`config.mk`:
```
export PLATFORM = sky130hd
export DESIGN_NAME = seg7_scan_driver
export DESIGN_NICKNAME = d
export VERILOG_FILES = /design/src/rtl/seg7_scan_driver.sv
export SDC_FILE = /design/constraint.sdc
export NUM_CORES = 1
export LEC_CHECK = 0
export ABC_AREA = 1
export ABC_CLOCK_PERIOD_IN_PS = 6050
export CAP_MARGIN = 10
export CORE_MARGIN = 4
export CORE_UTILIZATION = 50
export DETAILED_ROUTE_END_ITERATION = 12
export PLACE_DENSITY = 0.76
export SLEW_MARGIN = 5
export SYNTH_ARGS = -nofsm -noshare
export SYNTH_HDL_FRONTEND = slang
export SYNTH_SLANG_ARGS = --single-unit
```
`constraint.sdc`:
```
create_clock -name clk_100M -period 6.05 [get_ports clk_100M]
set_clock_uncertainty 0.2 [all_clocks]
set_input_delay 1.5125 -clock clk_100M [delete_from_list [all_inputs] [get_ports clk_100M]]
set_output_delay 1.5125 -clock clk_100M [all_outputs]
set_load 0.01 [all_outputs]
```
`src/rtl/seg7_scan_driver.sv`:
```
// Multiplexed hex 7-segment driver: one digit per scan_clk period, inputs latched once per frame.
// Optional anode dead-time between digits when SEG7_BLANKING_EN is defined.
module seg7_scan_driver #(
    parameter int NUM_DIGITS   = 4,
    parameter int BLANK_CYCLES = 100
) (
    input  logic                    clk_100M,
    input  logic                    rst,
    input  logic                    scan_clk,
    input  logic [4*NUM_DIGITS-1:0] value,
    input  logic [NUM_DIGITS-1:0]   dp_in,
    input  logic [NUM_DIGITS-1:0]   blank_mask,
    output logic [NUM_DIGITS-1:0]   an,
    output logic [6:0]              seg,
    output logic                    dp,
    output logic                    frame_start
);
    localparam int IDX_W = $clog2(NUM_DIGITS);
    localparam logic [IDX_W-1:0] LAST_IDX = IDX_W'(NUM_DIGITS - 1);

    if (NUM_DIGITS < 2 || NUM_DIGITS > 8 || BLANK_CYCLES < 1 || BLANK_CYCLES > 1999) begin : g_param_err
        $error("seg7_scan_driver: parameter out of range");
    end

    logic                    sync1, sync2, sync3;
    logic                    scan_tick;
    logic [IDX_W-1:0]        idx, idx_nxt, drv_idx;
    logic                    frame_nxt;
    logic [4*NUM_DIGITS-1:0] val_l, val_use;
    logic [NUM_DIGITS-1:0]   dp_l, dp_use, mask_l, mask_use;
    logic [3:0]              nib;
    logic [NUM_DIGITS-1:0]   drv_an;
    logic [6:0]              drv_seg;
    logic                    drv_dp;

    assign scan_tick = sync2 & ~sync3;

    // The digit about to be shown: on a tick it is the new index with (possibly) freshly latched inputs.
    always_comb begin
        idx_nxt   = (idx == LAST_IDX) ? '0 : idx + 1'b1;
        frame_nxt = scan_tick && (idx_nxt == '0);
        drv_idx   = scan_tick ? idx_nxt : idx;
        val_use   = frame_nxt ? value      : val_l;
        dp_use    = frame_nxt ? dp_in      : dp_l;
        mask_use  = frame_nxt ? blank_mask : mask_l;
        nib       = val_use[{drv_idx, 2'b00} +: 4];
        case (nib)
            4'h0: drv_seg = 7'h40;
            4'h1: drv_seg = 7'h79;
            4'h2: drv_seg = 7'h24;
            4'h3: drv_seg = 7'h30;
            4'h4: drv_seg = 7'h19;
            4'h5: drv_seg = 7'h12;
            4'h6: drv_seg = 7'h02;
            4'h7: drv_seg = 7'h78;
            4'h8: drv_seg = 7'h00;
            4'h9: drv_seg = 7'h10;
            4'hA: drv_seg = 7'h08;
            4'hB: drv_seg = 7'h03;
            4'hC: drv_seg = 7'h46;
            4'hD: drv_seg = 7'h21;
            4'hE: drv_seg = 7'h06;
            default: drv_seg = 7'h0E;
        endcase
        drv_dp          = ~dp_use[drv_idx];
        drv_an          = '1;
        drv_an[drv_idx] = 1'b0;
        if (mask_use[drv_idx]) begin
            drv_an  = '1;
            drv_seg = 7'h7F;
            drv_dp  = 1'b1;
        end
    end

`ifdef SEG7_BLANKING_EN
    localparam int CNT_W = $clog2(BLANK_CYCLES + 1);
    logic [CNT_W-1:0] blank_cnt;
`endif

    always_ff @(posedge clk_100M or posedge rst) begin
        if (rst) begin
            sync1       <= 1'b0;
            sync2       <= 1'b0;
            sync3       <= 1'b0;
            idx         <= LAST_IDX;
            val_l       <= '0;
            dp_l        <= '0;
            mask_l      <= '0;
            an          <= '1;
            seg         <= 7'h7F;
            dp          <= 1'b1;
            frame_start <= 1'b0;
`ifdef SEG7_BLANKING_EN
            blank_cnt   <= '0;
`endif
        end else begin
            sync1       <= scan_clk;
            sync2       <= sync1;
            sync3       <= sync2;
            frame_start <= frame_nxt;
            if (scan_tick) begin
                idx <= idx_nxt;
            end
            if (frame_nxt) begin
                val_l  <= value;
                dp_l   <= dp_in;
                mask_l <= blank_mask;
            end
`ifdef SEG7_BLANKING_EN
            // Dark window starts right after the tick; a new tick restarts it.
            if (scan_tick) begin
                an        <= '1;
                seg       <= 7'h7F;
                dp        <= 1'b1;
                blank_cnt <= CNT_W'(BLANK_CYCLES);
            end else if (blank_cnt != '0) begin
                blank_cnt <= blank_cnt - 1'b1;
                if (blank_cnt == CNT_W'(1)) begin
                    an  <= drv_an;
                    seg <= drv_seg;
                    dp  <= drv_dp;
                end
            end
`else
            if (scan_tick) begin
                an  <= drv_an;
                seg <= drv_seg;
                dp  <= drv_dp;
            end
`endif
        end
    end
endmodule

```
==> qor_table.md, run 1 <==
| Result | Reported | Unit |
|---|---|---|
| Status | finished, final reports clean | - |
| Worst hold slack after final layout | 0.160 | ns |
| Number of max-capacitance violations reported | 0 | - |
| Max stage delay cell, worst path | clkdlybuf4s50_1 | - |
| Number of antenna violations at the first check in global routing | 0 | - |
| Critical Path, Cell by Cell | clkdlybuf4s50_1, nand2_1, nand2_1, nand2_1, nand2_2, nor2_4, inv_1, ha_1, nand3b_1, nand3_1, nand2_1, nor2_1, nor2_1 | - |
| Count of cell types in the netlist | 33 | - |
| Data arrival time of the worst path | 3.14 | ns |
| Number of nets with antenna violations after routing | 0 | - |
| Net count of the finished layout | 354 | - |
| Maximum number of pins on one net before global-route repair | 43 | - |
| Pre-CTS worst setup slack | 2.65 | ns |
| Number of sinks on the clock net | 42 | - |
| Clock transition at path regs | 0.07 | ns |
| Cell leakage power | 1.42 | nW |
| Diode insertion count for antenna repair | 0 | - |
| Total routing resource utilization after global routing | 17.3 | % |
| Power share of the combinational group | 53.9 | % |
| Yosys warning count | 0 | - |
| CTS buffer count | 5 | - |
| Clk pwr share | 14.6 | % |
| Number of nets produced by synthesis | 314 | - |
| Detailed Place HPWL | 3440 | um |
| Maximum fanout encountered on the critical timing path | 6 | - |
| Fmax | 320 | MHz |
| Minimum clock period after layout | 3.12 | ns |
| Die boundary height | 76.7 | um |
| Clock network latency to the later pin of the worst-skew pair | 0.29 | ns |
| Critical path launch point type | input pin | - |
| Layout-stage area growth over the synthesis result | 21.9 | % |
| First-pass iteration count of the detailed router | 4 | - |
| H-tree depth | 2 | - |
| Power density of the placed cells | 527 | nW/um^2 |
| Post-route total power | 1.51 | mW |
| Final hold violations | 0 | - |
| Max_slew headroom | 62.1 | % |
| Mean routed wirelength per cell | 12.6 | um |
| Switching pwr | 0.640 | mW |
| Total I/O pin count | 40 | - |
| Slew at the pin with the worst max-slew slack | 0.567 | ns |
| Number of cells upsized or downsized after cts | 0 | - |
| Chip width | 76.7 | um |
| Slew Limit Fails | 0 | - |
| Share of layout cells above drive strength 1 | 18.2 | % |
| CP most frequent cell | nand2_1 | - |
| Drt via density | 5.04 | - |
| Drt total wl | 4670 | um |
| Port-buffer cells | 39 | - |
| DRC violation count after routing | 0 | - |
| TritonCTS clock tree | yes | - |
| Floorplan Core Area | 4440 | sq um |
| Buffer depth of the longest clock path | 2 | - |
| Share of the cycle needed by the critical path after routing | 51.6 | % |
| Core Rows | 24 | - |
| Worst setup EP type | flip-flop | - |
| Fraction of power spent switching nets | 42.3 | % |
| Setup repair after global routing missed its margin | no | - |
| Cell area after technology mapping | 2360 | sq um |
| Count of state elements after synthesis | 42 | - |
| Placer Congestion | 0.927 | - |
| Total of fill cells in the finished design | 390 | - |
| Crit Path Class | input pin to flip-flop | - |
| Required time at the worst-slack endpoint | 6.07 | ns |
| Vias in the first global route | 1,883 | - |
| Proportion of power drawn by flip-flops and latches | 31.5 | % |
| Core occupancy in the finished layout | 64.7 | % |
| Sequential-to-total area share from yosys stat | 45.3 | % |
| Die ar. | 5880 | sq um |
| Peak supply drop | 0.284 | mV |
| Synth Instances | 279 | - |
| Cell internal pwr | 0.874 | mW |
| Slowest cell delay on critical path | 0.40 | ns |
| Starting density of the core | 53.0 | % |
| Overflow after GRT | 0 | - |
| Final total negative setup slack | 0 | ns |
| Hold buffer count at cts | 0 | - |
| Setup fix buffers added after clock tree synthesis | 0 | - |
| Mean cell area of the mapped netlist | 8.45 | sq um |
| Hold Path Class | flip-flop to flip-flop | - |
| Crit path setup slack, layout | 2.93 | ns |
| Number of vias in the routed layout | 1,869 | - |
| Setup Viol. Count Final | 0 | - |
| Clock root buffer | clkbuf_8 | - |
| First-pass GRT wire length | 8470 | um |
| 1st-iter DRT viols | 105 | - |
==> metrics by stage <==
step	instance area [sq um]	std cells
after global placement	2760	364
final	2870	371
after global routing	2870	371
after CTS	2870	371
after floorplan	2360	279
after detailed placement	2760	364
==> worst paths after layout <==
path / cells after the start / start / slack, ns / to
worst min-delay path: 0 / sync1 / 0.16 / sync2
worst min register to register: 0 / sync1 / 0.16 / sync2
min in group asynchronous: 3 / rst / 1.44 / dp_l[2]
worst max register to register: 15 / sync2 / 3.09 / seg[0]
max in group asynchronous: 3 / rst / 3.83 / idx[1]
worst max-delay path: 13 / value[1] / 2.93 / seg[0]
==> state kept, by name, summed over array words and instances, names as in the netlist <==
name,count
dp,1
idx,2
sync2,1
sync1,1
dp_l,4
val_l,16
sync3,1
seg,7
mask_l,4
an,4
frame_start,1
==> layout make-up <==
cell class | count | area, sq um | area share [%]
Multi-Input combinational cell | 207 | 1140 | 39.8
Sequential cell | 42 | 1070 | 37.2
Timing Repair Buffer | 40 | 398 | 13.8
Inverter | 23 | 86.3 | 3.00
Clock buffer | 6 | 82.6 | 2.87
Tap cell | 52 | 65.1 | 2.26
Clock inverter | 1 | 30.0 | 1.04
==> power by group through the flow <==
stage	clock network (mW)	registers [mW]	logic [mW]
floorplan	0	0.488	0.597
global placement	0	0.477	0.800
detailed placement	0	0.482	0.813
CTS	0.227	0.477	0.823
global route	0.239	0.490	0.920
finish	0.221	0.476	0.816
==> critical path, delay by kind of cell <==
family / cells / cell delay, ns
AND/OR/NAND/NOR: 10 / 0.87
buffers and inverters: 2 / 0.51
adder cells (fa/ha/maj): 1 / 0.23
==> layer usage <==
layer	up-vias	GRT usage, %	routed length, um
li1	957	-	-
met1	862	21.2	2100
met2	43	29.5	2300
met3	7	4.80	216
met4	0	5.07	62
met5	-	0	0
==> cell usage after synthesis <==
| master | number | area (sq um) |
|---|---|---|
| nand2_1 | 109 | 409 |
| dfrtp_1 | 28 | 701 |
| nor2_1 | 20 | 75.1 |
| inv_1 | 17 | 63.8 |
| nand3_1 | 15 | 75.1 |
| dfstp_2 | 14 | 368 |
| ha_1 | 8 | 100 |
| nand2_4 | 8 | 90.1 |
| a21oi_1 | 7 | 35.0 |
| nand2_2 | 6 | 37.5 |
| nand4_1 | 6 | 37.5 |
| inv_2 | 5 | 18.8 |
| nor2_4 | 5 | 56.3 |
| buf_6 | 4 | 45.0 |
| nand3_2 | 4 | 40.0 |
| a31oi_1 | 2 | 12.5 |
| buf_2 | 2 | 10.0 |
| nand2_8 | 2 | 40.0 |
| nor2_2 | 2 | 12.5 |
| o21a_1 | 2 | 15.0 |
| a21oi_2 | 1 | 8.76 |
| a41oi_1 | 1 | 8.76 |
| and2_1 | 1 | 6.26 |
| clkbuf_1 | 1 | 3.75 |
| clkinv_1 | 1 | 3.75 |
| mux2i_1 | 1 | 10.0 |
| nand3_4 | 1 | 17.5 |
| nand3b_1 | 1 | 7.51 |
| nand4_2 | 1 | 12.5 |
| nor2_8 | 1 | 20.0 |
| o21ai_0 | 1 | 5.00 |
| o21ai_1 | 1 | 5.00 |
| o22ai_1 | 1 | 6.26 |
==> cells in the final DEF (no fill, tap or decap), types with 5 or more instances in the layout <==
cell type        instances
clkbuf_8                 6
nor2_1                  20
nand4_1                  6
clkdlybuf4s50_1         39
dfrtp_1                 28
nand2_4                  8
nor2_4                   5
nand3_1                 15
inv_1                   17
ha_1                     8
dfstp_2                 14
nand2_2                  6
a21oi_1                  7
nand2_1                109
inv_2                    5
==> logic make-up (layout without fill, tap and decap cells) <==
kind of cell	Yosys count	in the layout	share of synthesized area, %
AO/OA/AOI/OAI	16	16	4.09
multiplexers	1	1	0.425
AND/OR/NAND/NOR	182	182	39.8
buffers and inverters	30	70	6.16
adder cells (fa/ha/maj)	8	8	4.25
flip-flops	42	42	45.3
Power figures use the tool's default switching activity.
==> run 2: changes to the inputs <==
--- a/config.mk
+++ b/config.mk
@@ -6,10 +6,10 @@
 export NUM_CORES = 1
 export LEC_CHECK = 0
 export ABC_AREA = 1
-export ABC_CLOCK_PERIOD_IN_PS = 6050
+export ABC_CLOCK_PERIOD_IN_PS = 2800
 export CAP_MARGIN = 10
 export CORE_MARGIN = 4
-export CORE_UTILIZATION = 50
+export CORE_UTILIZATION = 48
 export DETAILED_ROUTE_END_ITERATION = 12
 export PLACE_DENSITY = 0.76
 export SLEW_MARGIN = 5
==> constraint.sdc (replaced) <==
create_clock -name clk_100M -period 2.8 [get_ports clk_100M]
set_clock_uncertainty 0.2 [all_clocks]
set_input_delay 0.7 -clock clk_100M [delete_from_list [all_inputs] [get_ports clk_100M]]
set_output_delay 0.7 -clock clk_100M [all_outputs]
set_load 0.01 [all_outputs]
==> run 2 against run 1 <==
Clock power grew 120%. Core utilization shrank 2.6 points. Setup slack lost 2.7 ns. Register-to-register slack lost 2.9 ns. Critical endpoint unchanged. Largest power group unchanged. Highest routed layer unchanged.
==> qor_table.md, run 2 (synthesis results as in run 1) <==
| Result | Reported | Unit | Delta |
|---|---|---|---|
| Number of max-capacitance violations reported | 0 | - | unchanged |
| Drt via density | 4.78 | - | -5.1% |
| 1st-iter DRT viols | 94 | - | -10% |
| Power share of the combinational group | 54.2 | % | +0.3 points |
| Vias in the first global route | 1,845 | - | -2.0% |
| Drt total wl | 4720 | um | +1.0% |
| Hold buffer count at cts | 0 | - | unchanged |
| Crit Path Class | flip-flop to flip-flop | - |  |
| Placer Congestion | 0.801 | - | -14% |
| Floorplan Core Area | 4750 | sq um | +7.0% |
| Peak supply drop | 0.472 | mV | +66% |
| Number of sinks on the clock net | 42 | - | unchanged |
| Critical path launch point type | flip-flop | - |  |
| Die ar. | 6100 | sq um | +3.7% |
| CTS buffer count | 5 | - | unchanged |
| Area occupied by registers | 1070 | sq um | unchanged |
| Slew at the pin with the worst max-slew slack | 0.519 | ns | -0.0474 ns |
| Leading registers by flop count | val_l: 16 flops, seg: 7 flops | - |  |
| Final hold violations | 0 | - | unchanged |
| Clock root buffer | clkbuf_8 | - |  |
| Post-layout instance area | 2950 | sq um | +2.7% |
| Total of fill cells in the finished design | 436 | - | +12% |
| Maximum fanout encountered on the critical timing path | 7 | - | +1 |
| Die boundary height | 78.1 | um | +1.9% |
| Reg2Reg Depth | 14 | - | -1 |
| Number of antenna violations at the first check in global routing | 0 | - | unchanged |
| H-tree depth | 2 | - | unchanged |
| Number of nets with antenna violations after routing | 0 | - | unchanged |
| Cell leakage power | 1.45 | nW | +2.3% |
| Data arrival time of the worst path | 2.62 | ns | -0.52 ns |
| Number of vias in the routed layout | 1,889 | - | +1.1% |
| Largest Register | val_l | - |  |
| Clock network latency to the later pin of the worst-skew pair | 0.30 | ns | about the same |
| Fraction of power spent switching nets | 42.5 | % | +0.22 points |
| Switching pwr | 1.39 | mW | +120% |
| Total I/O pin count | 40 | - | unchanged |
| Max reg flops | 16 | - | unchanged |
| Share of the cycle needed by the critical path after routing | 92.5 | % |  |
| Required time at the worst-slack endpoint | 2.83 | ns | -3.24 ns |
| Power density of the placed cells | 1110 | nW/um^2 | +110% |
| Worst setup EP type | flip-flop | - |  |
| Chip width | 78.1 | um | +1.9% |
| Buffer depth of the longest clock path | 2 | - | unchanged |
| Most common cell after layout, fill and taps aside | nand2_1 | - |  |
| Setup repair after global routing missed its margin | no | - |  |
| Slack of the worst reg-to-reg path | 0.21 | ns | -2.88 ns |
| Reg2reg start | idx[0] | - |  |
| DRC violation count after routing | 0 | - | unchanged |
| Capture point of the worst path | seg[0] | - |  |
| Clock transition at path regs | 0.08 | ns | about the same |
| Net count of the finished layout | 362 | - | +2.3% |
| Slew Limit Fails | 0 | - | unchanged |
| Cell internal pwr | 1.88 | mW | +120% |
| Maximum number of pins on one net before global-route repair | 43 | - | unchanged |
| Core Rows | 25 | - | +4.2% |
| First-pass iteration count of the detailed router | 4 | - | unchanged |
| Diode insertion count for antenna repair | 0 | - | unchanged |
| Worst hold slack after final layout | 0.156 | ns | -0.00423 ns |
| Proportion of power drawn by flip-flops and latches | 31.3 | % | -0.2 points |
| Overflow after GRT | 0 | - | unchanged |
| Most frequent cells in the layout | 109 x nand2_1, 39 x clkdlybuf4s50_1, 28 x dfrtp_1 | - |  |
| Post-route total power | 3.27 | mW | +120% |
| TritonCTS clock tree | yes | - |  |
| Port-buffer cells | 39 | - | unchanged |
| Fmax | 386 | MHz |  |
| Clk pwr share | 14.5 | % | about the same |
| Max_slew headroom | 65.4 | % | +3.2 points |
| Placement-stage cell area | 2830 | sq um | +2.3% |
| Starting density of the core | 49.6 | % | -3.5 points |
| Layout-stage area growth over the synthesis result | 25.3 | % |  |
| Final total negative setup slack | 0 | ns | unchanged |
| Status | finished, final reports clean | - |  |
| Minimum clock period after layout | 2.59 | ns |  |
| FF-to-FF End | seg[0] | - |  |
| Detailed Place HPWL | 3570 | um | +3.9% |
| Mean routed wirelength per cell | 11.9 | um | -5.1% |
| Share of layout cells above drive strength 1 | 20.1 | % | +1.9 points |
| Launch point of the critical path | idx[0] | - |  |
| Setup Viol. Count Final | 0 | - | unchanged |
| Hold Path Class | flip-flop to flip-flop | - |  |
| Total routing resource utilization after global routing | 16.8 | % | -0.50 points |
| First-pass GRT wire length | 8230 | um | -2.8% |
| Total area of multi-input combinational cells | 1140 | sq um | unchanged |
## run 2: what timing repair did
item | in CTS | in global routing
setup endpoints to repair | 0 | 1
setup buffers | 0 | 2
resized for setup | 0 | 1
## run 2: layout make-up
type,instances,area share (%)
clock inverters,2,1.27
repair buffers,48,15.5
clock buffers,6,2.46
well taps,67,2.84
flip-flops and latches,42,36.2
multi-input cells,207,38.7
inverters,23,3.01
## run 2: power groups by stage
stage	sequential (mW)	combinational [mW]	clock (mW)
after floorplan	1.05	1.29	0
after global placement	1.03	1.74	0
after global routing	1.05	1.99	0.513
final	1.02	1.77	0.476
after CTS	1.03	1.79	0.487
after detailed placement	1.04	1.77	0
## run 2: worst max-delay path, stage by stage (launching register included)
cell and delay, ns:
dfstp_2 0.57, ha_1 0.25, nand2_1 0.11, nand2_4 0.11, nor2_1 0.32, nand2_1 0.09
nand2_1 0.12, nor2_4 0.06, inv_1 0.10, ha_1 0.19, nand3b_1 0.14, nand3_1 0.09
nand2_1 0.06, nor2_1 0.04, nor2_1 0.09
## run 2: worst min path at each step
stage                     cells after the start    end  slack [ns]  start
after floorplan                               0  sync2        0.13  sync1
after global placement                        0  sync2        0.13  sync1
after detailed placement                      0  sync2        0.14  sync1
after CTS                                     0  sync2        0.16  sync1
after global routing                          0  sync2        0.18  sync1
final                                         0  sync2        0.16  sync1
## run 2: stage by stage
stage / utilization, % / cells / setup WS (ns)
6_report: 62.1 / 395 / 0.210
5_1_grt: 62.1 / 395 / 0.0121
4_1_cts: 61.7 / 393 / 0.171
3_5_place_dp: 59.4 / 385 / 0.164
3_3_place_gp: 59.4 / 385 / 0.193
2_1_floorplan: - / 279 / 0.329
## run 2: per-layer routing
metal  vias to the layer above  part of all wire, %  GRT usage, %
li1                        974                    -             -
met2                        27                   48          29.2
met5                         -                    0             0
met4                         0                  1.1          3.85
met1                       882                   47          21.3
met3                         6                  3.5          3.78
